**config.mk**
```make
export PLATFORM = sky130hd
export DESIGN_NAME = hv_cmd_dispatcher
export DESIGN_NICKNAME = d
export VERILOG_FILES = /design/src/rtl/hv_cmd_pkg.sv /design/src/rtl/hv_cdb_checker.sv /design/src/rtl/hv_cmd_dispatcher.sv
export SDC_FILE = /design/constraint.sdc
export NUM_CORES = 1
export LEC_CHECK = 0
export BUFFER_PORTS_ARGS = -buffer_cell sky130_fd_sc_hd__clkbuf_2
export CORE_MARGIN = 2
export CORE_UTILIZATION = 50
export CTS_BUF_LIST = sky130_fd_sc_hd__clkbuf_4
export CTS_CLUSTER_DIAMETER = 200
export DETAILED_ROUTE_END_ITERATION = 7
export PLACE_DENSITY = 0.79
export SYNTH_ARGS = -nofsm -noshare
export SYNTH_HDL_FRONTEND = slang
export SYNTH_SLANG_ARGS = --single-unit
```
**constraint.sdc**
```tcl
create_clock -name clk -period 7.5 [get_ports clk]
set_input_delay 0.75 -clock clk [delete_from_list [all_inputs] [get_ports clk]]
set_output_delay 0.75 -clock clk [all_outputs]
set_load 0.01 [all_outputs]
```
**src/rtl/hv_cmd_pkg.sv**
```systemverilog
// Shared definitions for the command dispatcher and host-side CDB tooling:
// CDB layout, opcodes, status codes and the dispatcher state encoding.
package hv_cmd_pkg;

    localparam int CDB_W     = 256;
    localparam int WORD_W    = 32;
    localparam int NUM_WORDS = CDB_W / WORD_W;

    // CDB field offsets (word4 carries the checksum)
    localparam int OPC_LSB  = 0;
    localparam int TAG_LSB  = 8;
    localparam int ADDR_LSB = 32;
    localparam int CSUM_LSB = 128;

    localparam logic [7:0] BSM_WRITE = 8'h40;
    localparam logic [7:0] BSM_READ  = 8'h30;
    localparam logic [7:0] QUERY     = 8'h70;

    localparam logic [7:0] CMD_ST_READ_DONE  = 8'd6;
    localparam logic [7:0] CMD_ST_WRITE_DONE = 8'd7;
    localparam logic [7:0] CMD_ST_READY2FREE = 8'd12;
    localparam logic [7:0] CMD_ST_ERROR      = 8'd15;

    typedef enum logic [2:0] {
        ST_IDLE,
        ST_REQ,
        ST_WAIT_OE,
        ST_COLLECT,
        ST_CHECK,
        ST_ISSUE,
        ST_EXEC,
        ST_REPORT
    } disp_state_e;

    // Only plain data movers reach the engine; QUERY is answered elsewhere.
    function automatic logic opcode_legal(input logic [7:0] opc);
        return (opc == BSM_WRITE) || (opc == BSM_READ);
    endfunction

endpackage

```
**src/rtl/hv_cdb_checker.sv**
```systemverilog
// Combinational CDB validation: XOR-fold of all 32-bit words must be zero,
// and the opcode must be one the data engine can execute.
module hv_cdb_checker
    import hv_cmd_pkg::*;
(
    input  logic [CDB_W-1:0] cdb_i,
    output logic             csum_ok_o,
    output logic             op_legal_o,
    output logic [7:0]       opcode_o
);

    logic [WORD_W-1:0] words [NUM_WORDS];
    logic [WORD_W-1:0] fold;

    for (genvar gi = 0; gi < NUM_WORDS; gi++) begin : g_words
        assign words[gi] = cdb_i[gi*WORD_W +: WORD_W];
    end

    always_comb begin
        fold = '0;
        for (int i = 0; i < NUM_WORDS; i++) begin
            fold = fold ^ words[i];
        end
    end

    assign csum_ok_o  = (fold == '0);
    assign opcode_o   = cdb_i[OPC_LSB +: 8];
    assign op_legal_o = opcode_legal(opcode_o);

endmodule

```
**src/rtl/hv_cmd_dispatcher.sv**
```systemverilog
// Pulls one CDB at a time from the command queue, validates it, runs it on the
// data engine and writes the final status back. Single outstanding command.
module hv_cmd_dispatcher
    import hv_cmd_pkg::*;
#(
    parameter int CMD_IO_WIDTH = 64,
    parameter int TIMEOUT_CYC  = 1024,
    parameter int CNT_W        = 11
) (
    input  logic                    clk,
    input  logic                    reset,
    input  logic                    cq_cout_ready,
    output logic                    cmd_request,
    input  logic                    cmd_oe,
    input  logic [CMD_IO_WIDTH-1:0] cmd_out,
    output logic                    eng_req,
    output logic                    eng_op,
    output logic [7:0]              eng_tag,
    output logic [31:0]             eng_addr,
    input  logic                    eng_ack,
    input  logic                    eng_done,
    input  logic                    eng_err,
    output logic [7:0]              op_index,
    output logic [7:0]              cmd_op_status,
    output logic                    status_we,
    output logic                    busy,
    output logic                    err_timeout
);

    disp_state_e         state_q, state_d;
    logic [CNT_W-1:0]    tmo_q, tmo_d;
    logic [1:0]          beat_q, beat_d;
    logic [CDB_W-1:0]    cdb_q, cdb_d;
    logic                eng_op_q, eng_op_d;
    logic [7:0]          eng_tag_q, eng_tag_d;
    logic [31:0]         eng_addr_q, eng_addr_d;
    logic [7:0]          op_index_q, op_index_d;
    logic [7:0]          status_q, status_d;
    logic                err_timeout_q, err_timeout_d;

    logic                csum_ok;
    logic                op_legal;
    logic [7:0]          opcode;
    logic [7:0]          done_code;

    hv_cdb_checker u_checker (
        .cdb_i      (cdb_q),
        .csum_ok_o  (csum_ok),
        .op_legal_o (op_legal),
        .opcode_o   (opcode)
    );

    assign done_code = eng_err  ? CMD_ST_ERROR :
                       eng_op_q ? CMD_ST_WRITE_DONE : CMD_ST_READ_DONE;

    always_ff @(posedge clk or negedge reset) begin
        if (!reset) begin
            state_q       <= ST_IDLE;
            tmo_q         <= '0;
            beat_q        <= '0;
            cdb_q         <= '0;
            eng_op_q      <= 1'b0;
            eng_tag_q     <= '0;
            eng_addr_q    <= '0;
            op_index_q    <= '0;
            status_q      <= '0;
            err_timeout_q <= 1'b0;
        end else begin
            state_q       <= state_d;
            tmo_q         <= tmo_d;
            beat_q        <= beat_d;
            cdb_q         <= cdb_d;
            eng_op_q      <= eng_op_d;
            eng_tag_q     <= eng_tag_d;
            eng_addr_q    <= eng_addr_d;
            op_index_q    <= op_index_d;
            status_q      <= status_d;
            err_timeout_q <= err_timeout_d;
        end
    end

    always_comb begin
        state_d       = state_q;
        tmo_d         = tmo_q;
        beat_d        = beat_q;
        cdb_d         = cdb_q;
        eng_op_d      = eng_op_q;
        eng_tag_d     = eng_tag_q;
        eng_addr_d    = eng_addr_q;
        op_index_d    = op_index_q;
        status_d      = status_q;
        err_timeout_d = err_timeout_q;

        case (state_q)
            ST_IDLE: begin
                if (cq_cout_ready) state_d = ST_REQ;
            end
            ST_REQ: begin
                tmo_d   = '0;
                state_d = ST_WAIT_OE;
            end
            ST_WAIT_OE: begin
                if (cmd_oe) begin
                    cdb_d[CMD_IO_WIDTH-1:0] = cmd_out;
                    beat_d  = 2'd1;
                    state_d = ST_COLLECT;
                end else if (tmo_q == CNT_W'(TIMEOUT_CYC - 1)) begin
                    // Queue never answered: flag it and drop the request silently.
                    err_timeout_d = 1'b1;
                    state_d       = ST_IDLE;
                end else begin
                    tmo_d = tmo_q + 1'b1;
                end
            end
            ST_COLLECT: begin
                if (cmd_oe) begin
                    cdb_d[beat_q*CMD_IO_WIDTH +: CMD_IO_WIDTH] = cmd_out;
                    if (beat_q == 2'd3) state_d = ST_CHECK;
                    else                beat_d  = beat_q + 2'd1;
                end else begin
                    op_index_d = cdb_q[TAG_LSB +: 8];
                    status_d   = CMD_ST_ERROR;
                    state_d    = ST_REPORT;
                end
            end
            ST_CHECK: begin
                if (csum_ok && op_legal) begin
                    eng_op_d   = (opcode == BSM_WRITE);
                    eng_tag_d  = cdb_q[TAG_LSB +: 8];
                    eng_addr_d = cdb_q[ADDR_LSB +: 32];
                    state_d    = ST_ISSUE;
                end else begin
                    op_index_d = cdb_q[TAG_LSB +: 8];
                    status_d   = CMD_ST_ERROR;
                    state_d    = ST_REPORT;
                end
            end
            ST_ISSUE: begin
                // A completion arriving together with the ack must not be lost.
                if (eng_ack) begin
                    if (eng_done) begin
                        op_index_d = eng_tag_q;
                        status_d   = done_code;
                        state_d    = ST_REPORT;
                    end else begin
                        state_d = ST_EXEC;
                    end
                end
            end
            ST_EXEC: begin
                if (eng_done) begin
                    op_index_d = eng_tag_q;
                    status_d   = done_code;
                    state_d    = ST_REPORT;
                end
            end
            ST_REPORT: begin
                state_d = ST_IDLE;
            end
            default: begin
                state_d = ST_IDLE;
            end
        endcase
    end

    assign cmd_request   = (state_q == ST_REQ);
    assign eng_req       = (state_q == ST_ISSUE);
    assign status_we     = (state_q == ST_REPORT);
    assign busy          = (state_q != ST_IDLE);
    assign eng_op        = eng_op_q;
    assign eng_tag       = eng_tag_q;
    assign eng_addr      = eng_addr_q;
    assign op_index      = op_index_q;
    assign cmd_op_status = status_q;
    assign err_timeout   = err_timeout_q;

endmodule

```
### Word-level counts from Yosys, hierarchy flattened

Index checks and enable logic that the tools add are counted.

* RAM bits: 0
* output and inout port bits: 62
* logic and storage cells: 96
* latch bits: 0
* memory bits (read-only): 0
* memories: 0
* register bits: 330

* divide/modulo/power cells: 0
* multiply operators: 0
* muxes and demuxes: 33
* add/sub/neg operators: 3
* bitwise logic cells: 8
* reduce and logical (&&, ||, !) cells: 16
* shifts and indexed selects: 2
* eq/ne operators: 23
* magnitude comparators: 0

Operator list (number)
* 256-bit bitwise mux: 1
* 64-bit by 34-bit variable shift with 256-bit output, first input constant: 1
* 64-bit by 34-bit indexed part select with 256-bit output: 1
* 32-bit XOR: 7
* 64-bit two-way mux: 2
* 64-bit case mux with 2 select lines: 1
* 8-bit two-way mux: 8
* 8-bit case mux with 4 select lines: 2
* 8-bit negator with 34-bit output: 1
* 32-bit zero test: 1
* 3-bit case mux with 8 select lines: 1
* 11-bit two-way mux: 2
* 11-bit case mux with 2 select lines: 1
* 3-bit two-way mux: 7
* 2-bit != test, second input constant: 9
* 3-bit equality test, second input constant: 4
* 11-bit by 1-bit adder with 11-bit output, second input constant: 1
* 11-bit by 10-bit equality test with 1-bit output, second input constant: 1
* 3-bit AND reduction: 3
* 8-bit by 6-bit equality test with 1-bit output, second input constant: 1
* 8-bit by 7-bit equality test with 1-bit output, second input constant: 1
* 2-bit two-way mux: 4
* 4-bit AND reduction: 2
* 3-bit by 2-bit equality test with 1-bit output, second input constant: 2
* other kinds (17): 21

### Depth between registers and ports, before layout

Gate-level depths: netlist (run 1).

* word-level depth: 11
* gate-level depth with buffers: 9
* gate-level depth less buffers: 8

### Modules after synthesis

A second synthesis (run 1) with hierarchy kept.

* cell total of the unflattened synthesis: 1496
* area, all modules: 14980.6 µm²

Modules (own cells, without submodules)
* hv_cmd_dispatcher: cells an instance 1247, instances 1, area an instance 12863.6 µm²
* hv_cdb_checker: cells an instance 249, instances 1, area an instance 2117.0 µm²

### Worst setup path after synthesis (run 1)

No wires, ideal clock.

* path type: register to register
* start point: register cdb_q[1]
* end point: register eng_addr_q[26], in the netlist eng_addr[26]
* slack: 4.683 ns
* cell stages (with the launch flop): 10
* clock period less this slack: 2.817 ns
* path buffers: 2
* required time: 7.375 ns
* arrival: 2.691 ns
* cells stage by stage: dfrtp_1 > or4_1 > nor2_1 > o21ai_1 > nor4_4 > nand3_2 > or4_4 > buf_6 > buf_6 > mux2_4

* word-level cells in the longest chain between the ends: 10
* elaborated cells on any way between the ends: 13
* classes of those cells: eq/ne: 2; bitwise: 7; reduce/logical: 4

Ends and longest elaborated chain
* start: declaration: line hv_cmd_dispatcher.sv:33 `logic [CDB_W-1:0] cdb_q, cdb_d;`
* start signal: assignment: line hv_cmd_dispatcher.sv:61 `cdb_q <= '0;`
* start signal: assignment: line hv_cmd_dispatcher.sv:72 `cdb_q <= cdb_d;`
* 32-bit XOR (7 in a row): line hv_cdb_checker.sv:22 `fold = fold ^ words[i];`
* 32-bit zero test: line hv_cdb_checker.sv:26 `assign csum_ok_o = (fold == '0);`
* 1-bit logical AND *: line hv_cmd_dispatcher.sv:127 `if (csum_ok && op_legal) begin`
* 2-bit AND reduction (no source line) *
* end signal: assignment: line hv_cmd_dispatcher.sv:75 `eng_addr_q <= eng_addr_d;`
* end: declaration: line hv_cmd_dispatcher.sv:36 `logic [31:0] eng_addr_q, eng_addr_d;`

Every way passes the cells marked *; elsewhere a longest branch is shown, timed or not.
A chain may end at the register's enable or synchronous reset.

### Worst setup path after layout (run 1)

* start point: register cdb_q[57]
* end point: register eng_addr_q[30], in the netlist eng_addr[30]

* word-level cells in the longest chain between the ends: 10

Ends and longest elaborated chain (line)
* 32-bit XOR (7 in a row): hv_cdb_checker.sv:22
* 32-bit zero test: hv_cdb_checker.sv:26
* 1-bit logical AND: hv_cmd_dispatcher.sv:127
* 2-bit AND reduction (no source line)

Every way passes these cells.

==> impl_metrics.csv, run 1 <==
group,metric,value,unit
cells_and_area,fill_cells,2551,
power_and_ir_drop,p_int,4540,uW
clocking,clkLatencyLatePin,0.70,ns
routing,drc,0,
sta,relSlewSlack,21.5,%
clocking,clock-root-buffer,"clkbuf_4",
worst_setup_path,crit_fanout,48,
routing,drtIter0Drc,739,
cells_and_area,final_cell_mix,"397 x nand2_1, 325 x dfrtp_1, 198 x xnor2_1",
logic_synthesis,async_reset_ff_share,100,%
worst_setup_path,critPathLaunchType,"flop",
power_and_ir_drop,ir_drop,0.000308,V
placed_design,hpwlAfterDp,21500,microns
clocking,path_clk_slew,0.07,ns
power_and_ir_drop,seqPwrFrac,36.0,%
logic_synthesis,synth_cells,1524,
floorplanning,die_h,178,microns
sta,setup_viol,0,
worst_setup_path,crit_path_end_kind,"flop",
routing,num_vias,11194,
placed_design,pre_cts_ws,3.98,ns
clocking,numClockSinks,325,
global_routing,grt_pass1_wl,56700,microns
floorplanning,rows,63,
global_routing,grt_pass1_vias,11175,
worst_setup_path,r2r_cells,7,
sta,setup_tns,0,ns
worst_setup_path,worst-endpoint-required,8.07,ns
routing,drtPass1Iterations,5,
job,drv_cap,0,
power_and_ir_drop,leakagePower,0.00782,uW
floorplanning,core-area,0.0298,sq mm
sta,fmax,0.282,GHz
power_and_ir_drop,netSwitchingPower,2980,uW
clocking,htreeDepth,3,
worst_setup_path,endpoint,"eng_addr[30]",
global_routing,grt_max_degree,189,
floorplanning,io-pin-count,133,
cells_and_area,syn_to_final_growth,12.9,%
global_routing,grtUsageTotal,22.5,%
routing,wl_per_cell,16.5,microns
clocking,cts_buffers,83,
power_and_ir_drop,pwr-share-comb,43.4,%
logic_synthesis,yosysSeqAreaShare,53.5,%
cells_and_area,post-route-util,57.6,%
worst_setup_path,crit_start,"cdb_q[57]",
cells_and_area,final_common_cell,"nand2_1",
global_routing,antenna_found_initial,4,
sta,rsz0062_at_grt,"false",
cells_and_area,fin_cells,2098,
sta,layout_setup_ws,3.96,ns
logic_synthesis,ys_warn_count,0,
logic_synthesis,synth.cell_area,0.0152,sq mm
power_and_ir_drop,power_density,438,mW/mm^2
routing,finalWirelength,34500,microns
placed_design,gp_congestion,0.795,
sta,period_share,47.3,%
logic_synthesis,synth_flop_cell,"dfrtp_1",
worst_setup_path,criticalPathCategory,"reg2reg",
clocking,cts_tree,"built",
routing,ant_nets,0,
clocking,cts_resized,0,
logic_synthesis,synth.distinct_cells,52,
sta,worst_pin_slew,1.18,ns
cells_and_area,fin_nets,1733,
power_and_ir_drop,p_sw_share,39.6,%
logic_synthesis,syn_avg_cell_area,9.97,sq um
worst_setup_path,r2r-start,"cdb_q[57]",
sta,hold_viol_final,0,
global_routing,grt.overflow.total,0,
sta,final_max_slew_viol_count,0,
sta,skew,0.0528,ns
min_path,hp-class,"in2async",
clocking,post_cts_buffers,0,
clocking,holdBufCountCts,0,
sta,min_period,3.54,ns
worst_setup_path,arrival,4.11,ns
floorplanning,die_w,178,microns
clocking,cts_max_path_buffers,3,
routing,routed_via_density,5.34,
power_and_ir_drop,power_frac_clock,20.5,%
floorplanning,start_util,51.0,%
worst_setup_path,rr_endpoint,"eng_addr[30]",
placed_design,dp_cells,1961,
cells_and_area,drive_above_1_share,18.9,%
outcome,outcome,"finished clean",
floorplanning,dieArea,0.0318,sq mm
worst_setup_path,r2r_slack,3.96,ns
logic_synthesis,ys_ff_latch,325,
placed_design,io_buffers,128,
logic_synthesis,synth_edf_count,0,
sta,finalHoldWorstSlack,0.134,ns
-- layer usage --
layer | GRT usage, % | share of wire [%] | vias up
met5 | 0 | 0 | -
met4 | 7.72 | 2.2 | 0
met1 | 29.8 | 44 | 5411
met3 | 5.71 | 6.7 | 62
met2 | 36.2 | 47 | 332
li1 | - | - | 5389
-- worst max-delay path: stages, from the launching register on --
cell     delay (ns)
dfrtp_1        0.41
xnor2_1        0.22
xnor2_1        0.17
xnor2_1        0.17
nor4_1         0.38
nand4_1        0.53
or4_4          1.08
mux2_4         0.42
-- power by group through the flow --
| stage | combinational, uW | sequential, uW | clock, uW |
|---|---|---|---|
| global route | 3580 | 2780 | 1680 |
| CTS | 3280 | 2710 | 1590 |
| global placement | 3180 | 2700 | 0 |
| finish | 3270 | 2710 | 1540 |
| detailed placement | 3270 | 2740 | 0 |
| floorplan | 2500 | 2630 | 0 |
-- kinds of logic (layout without fill, tap and decap cells) --
group | after synthesis | after routing | synth area share, %
and+or+nand+nor | 502 | 502 | 13.7
xor gates and xnor gates | 231 | 231 | 13.3
AOI/OAI and AO/OA | 307 | 307 | 12.2
buffers and inverters | 102 | 280 | 2.81
muxes | 50 | 50 | 3.98
adders and majority gates | 6 | 6 | 0.494
DFF | 325 | 325 | 53.5
other | 1 | 7 | 0.0247
-- synthesized netlist by cell type (3+ instances only) --
master	number	area share, %
nand4_1	14	0.58
or3_1	4	0.16
a21oi_1	17	0.56
inv_1	8	0.20
ha_1	6	0.49
xnor2_1	198	11
xor2_1	33	1.9
nor2_1	40	0.99
buf_6	3	0.22
nand2b_1	11	0.45
mux2_4	12	1.2
nand2_1	400	9.9
dfrtp_1	325	54
o31ai_1	9	0.44
mux2_2	36	2.7
nor2b_1	3	0.12
o21ai_0	196	6.5
clkbuf_1	83	2.0
buf_4	5	0.25
nor4_1	8	0.33
o21ai_1	3	0.099
a22o_1	65	3.7
nor3_1	6	0.20
-- per-stage QoR --
stage,power [uW],area (sq um)
floorplan,5130,15200
CTS,7580,17200
finish,7520,17200
global placement,5880,16100
detailed placement,6010,16100
global route,8050,17200
-- flip-flops by register name (all words and copies together) (netlist names) --
register	cells
cdb_q	256
beat_q	2
err_timeout	1
eng_op	1
op_index	8
cmd_op_status	3
tmo_q	11
state_q	3
eng_addr	32
eng_tag	8
-- worst min-delay path by stage --
stage	startpoint	cells after the start	slack, ns	endpoint
6_report	reset	1	0.13	tmo_q[8]
5_1_grt	reset	1	0.20	tmo_q[8]
4_1_cts	reset	1	0.18	tmo_q[4]
3_5_place_dp	err_timeout	1	0.46	err_timeout
3_3_place_gp	err_timeout	1	0.46	err_timeout
2_1_floorplan	reset	0	0.45	beat_q[0]
-- final cells by class --
| type | count | area (sq um) | area share [%] |
|---|---|---|---|
| repair buffers | 137 | 731 | 4.26 |
| clock buffers | 117 | 878 | 5.12 |
| diodes | 3 | 7.51 | 0.0437 |
| flip-flops and latches | 325 | 8130 | 47.4 |
| multi-input cells | 1100 | 6710 | 39.1 |
| inverters | 9 | 33.8 | 0.197 |
| well taps | 390 | 488 | 2.84 |
| clock inverters | 17 | 176 | 1.03 |
Power figures use the tool's default switching activity.
==> inputs of run 2 (changes only) <==
==> constraint.sdc (replaced) <==
create_clock -name clk -period 3.43 [get_ports clk]
set_input_delay 0.343 -clock clk [delete_from_list [all_inputs] [get_ports clk]]
set_output_delay 0.343 -clock clk [all_outputs]
set_load 0.01 [all_outputs]
==> impl_metrics.csv, run 2 (same netlist as run 1, synthesis figures left out) <==
group,metric,value,unit
sta,layout_setup_ws,0.562,ns
clocking,htreeDepth,3,
cells_and_area,final_common_cell,"nand2_1",
power_and_ir_drop,p_sw_share,39.8,%
routing,finalWirelength,35500,microns
floorplanning,dieArea,0.0318,sq mm
power_and_ir_drop,pwr-share-comb,44.3,%
clocking,path_clk_slew,0.07,ns
floorplanning,die_h,178,microns
routing,num_vias,11559,
placed_design,place_area,0.0163,sq mm
power_and_ir_drop,netSwitchingPower,6640,uW
cells_and_area,top_register,"cdb_q",
floorplanning,io-pin-count,133,
cells_and_area,drive_above_1_share,19.0,%
worst_setup_path,critPathLaunchType,"flop",
sta,relSlewSlack,20.1,%
worst_setup_path,crit_path_end_kind,"flop",
clocking,clock-root-buffer,"clkbuf_4",
global_routing,grt_pass1_vias,11592,
cells_and_area,post-route-util,60.6,%
power_and_ir_drop,power_density,923,mW/mm^2
sta,setup_tns,0,ns
clocking,cts_max_path_buffers,3,
floorplanning,core-area,0.0298,sq mm
clocking,cts_buffers,84,
cells_and_area,fin_area,0.0181,sq mm
sta,period_share,83.6,%
placed_design,gp_congestion,0.797,
cells_and_area,largest_reg_flops,256,
job,drv_cap,0,
routing,drtPass1Iterations,5,
placed_design,hpwlAfterDp,22600,microns
placed_design,io_buffers,128,
global_routing,antenna_found_initial,4,
global_routing,grtUsageTotal,23.1,%
power_and_ir_drop,seqPwrFrac,35.6,%
sta,setup_viol,0,
sta,fmax,0.349,GHz
power_and_ir_drop,power_frac_clock,20.1,%
routing,drc,0,
global_routing,grt.overflow.total,0,
cells_and_area,fin_nets,1815,
worst_setup_path,worst-endpoint-required,4.01,ns
routing,wl_met1,15600,microns
routing,routed_via_density,5.27,
floorplanning,rows,63,
clocking,clkLatencyLatePin,0.73,ns
worst_setup_path,arrival,3.44,ns
sta,skew,0.0513,ns
outcome,outcome,"finished clean",
routing,top_layer,"met4",
sta,worst_pin_slew,1.20,ns
sta,final_max_slew_viol_count,0,
cells_and_area,final_cell_mix,"397 x nand2_1, 325 x dfrtp_1, 198 x xnor2_1",
cells_and_area,syn_to_final_growth,18.8,%
routing,wl_met3,2160,microns
routing,wl_per_cell,16.2,microns
power_and_ir_drop,p_int,10000,uW
floorplanning,start_util,51.0,%
placed_design,pre_cts_ws,0.592,ns
sta,min_period,2.87,ns
power_and_ir_drop,leakagePower,0.00822,uW
power_and_ir_drop,ir_drop,0.000453,V
routing,dr_wl_met2,17100,microns
global_routing,grt_pass1_wl,58400,microns
floorplanning,die_w,178,microns
clocking,numClockSinks,325,
sta,rsz0062_at_grt,"false",
routing,drtIter0Drc,800,
sta,hold_viol_final,0,
worst_setup_path,crit_fanout,21,
global_routing,grt_max_degree,129,
min_path,hp-class,"in2async",
worst_setup_path,criticalPathCategory,"reg2reg",
routing,ant_nets,0,
clocking,cts_tree,"built",
## run 2: per-layer routing
layer | GRT usage [%] | up-vias
met1 | 31.1 | 5626
met4 | 8.16 | 0
met3 | 4.82 | 52
li1 | - | 5551
met5 | 0 | -
met2 | 37.4 | 330
## run 2: worst paths after layout
kind | from | endpoint | slack, ns | cells past startpoint
setup / recovery | cdb_q[49] | eng_addr[29] | 0.56 | 8
hold / removal | reset | tmo_q[5] | 0.16 | 2
setup reg to reg | cdb_q[49] | eng_addr[29] | 0.56 | 8
hold reg to reg | err_timeout | err_timeout | 0.49 | 1
max in group asynchronous | reset | cdb_q[86] | 2.37 | 3
min in group clk | cq_cout_ready | state_q[0] | 0.35 | 4
## run 2: power by group through the flow
stage	Sequential [uW]	Combinational [uW]	Clock [uW]
finish	5940	7380	3350
global route	6090	8140	3630
CTS	5930	7440	3430
detailed placement	6000	7330	0
global placement	5920	7150	0
floorplan	5740	5470	0
## run 2: critical path: stages (launching register included)
cell,delay [ns]
dfrtp_1,0.41
xnor2_1,0.20
xnor2_1,0.16
xnor2_1,0.18
nor4_1,0.43
nand2_1,0.18
or4_4,0.55
buf_4,0.28
mux2_4,0.34
## run 2: final cells by class
cell class,instances,area (sq um)
inverters,9,33.8
diodes,4,10.0
well taps,390,488
clock inverters,27,169
multi-input cells,1100,6710
flip-flops and latches,325,8130
clock buffers,121,908
repair buffers,218,1600
fillers,2429,11700
## run 2: metrics by stage
| stage | power, uW | hold slack (ns) | std cells |
|---|---|---|---|
| floorplan | 11200 | 0.0474 | 1527 |
| global placement | 13100 | 0.299 | 1974 |
| detailed placement | 13300 | 0.304 | 1974 |
| CTS | 16800 | 0.116 | 2190 |
| global route | 17900 | 0.150 | 2194 |
| finish | 16700 | 0.161 | 2194 |
## run 2: what timing repair did
action	in CTS	in global routing
setup endpoints to repair	0	0
hold buffers	68	0
buffers inserted	0	0
resized for setup	0	0
hold endpoints to repair	311	0
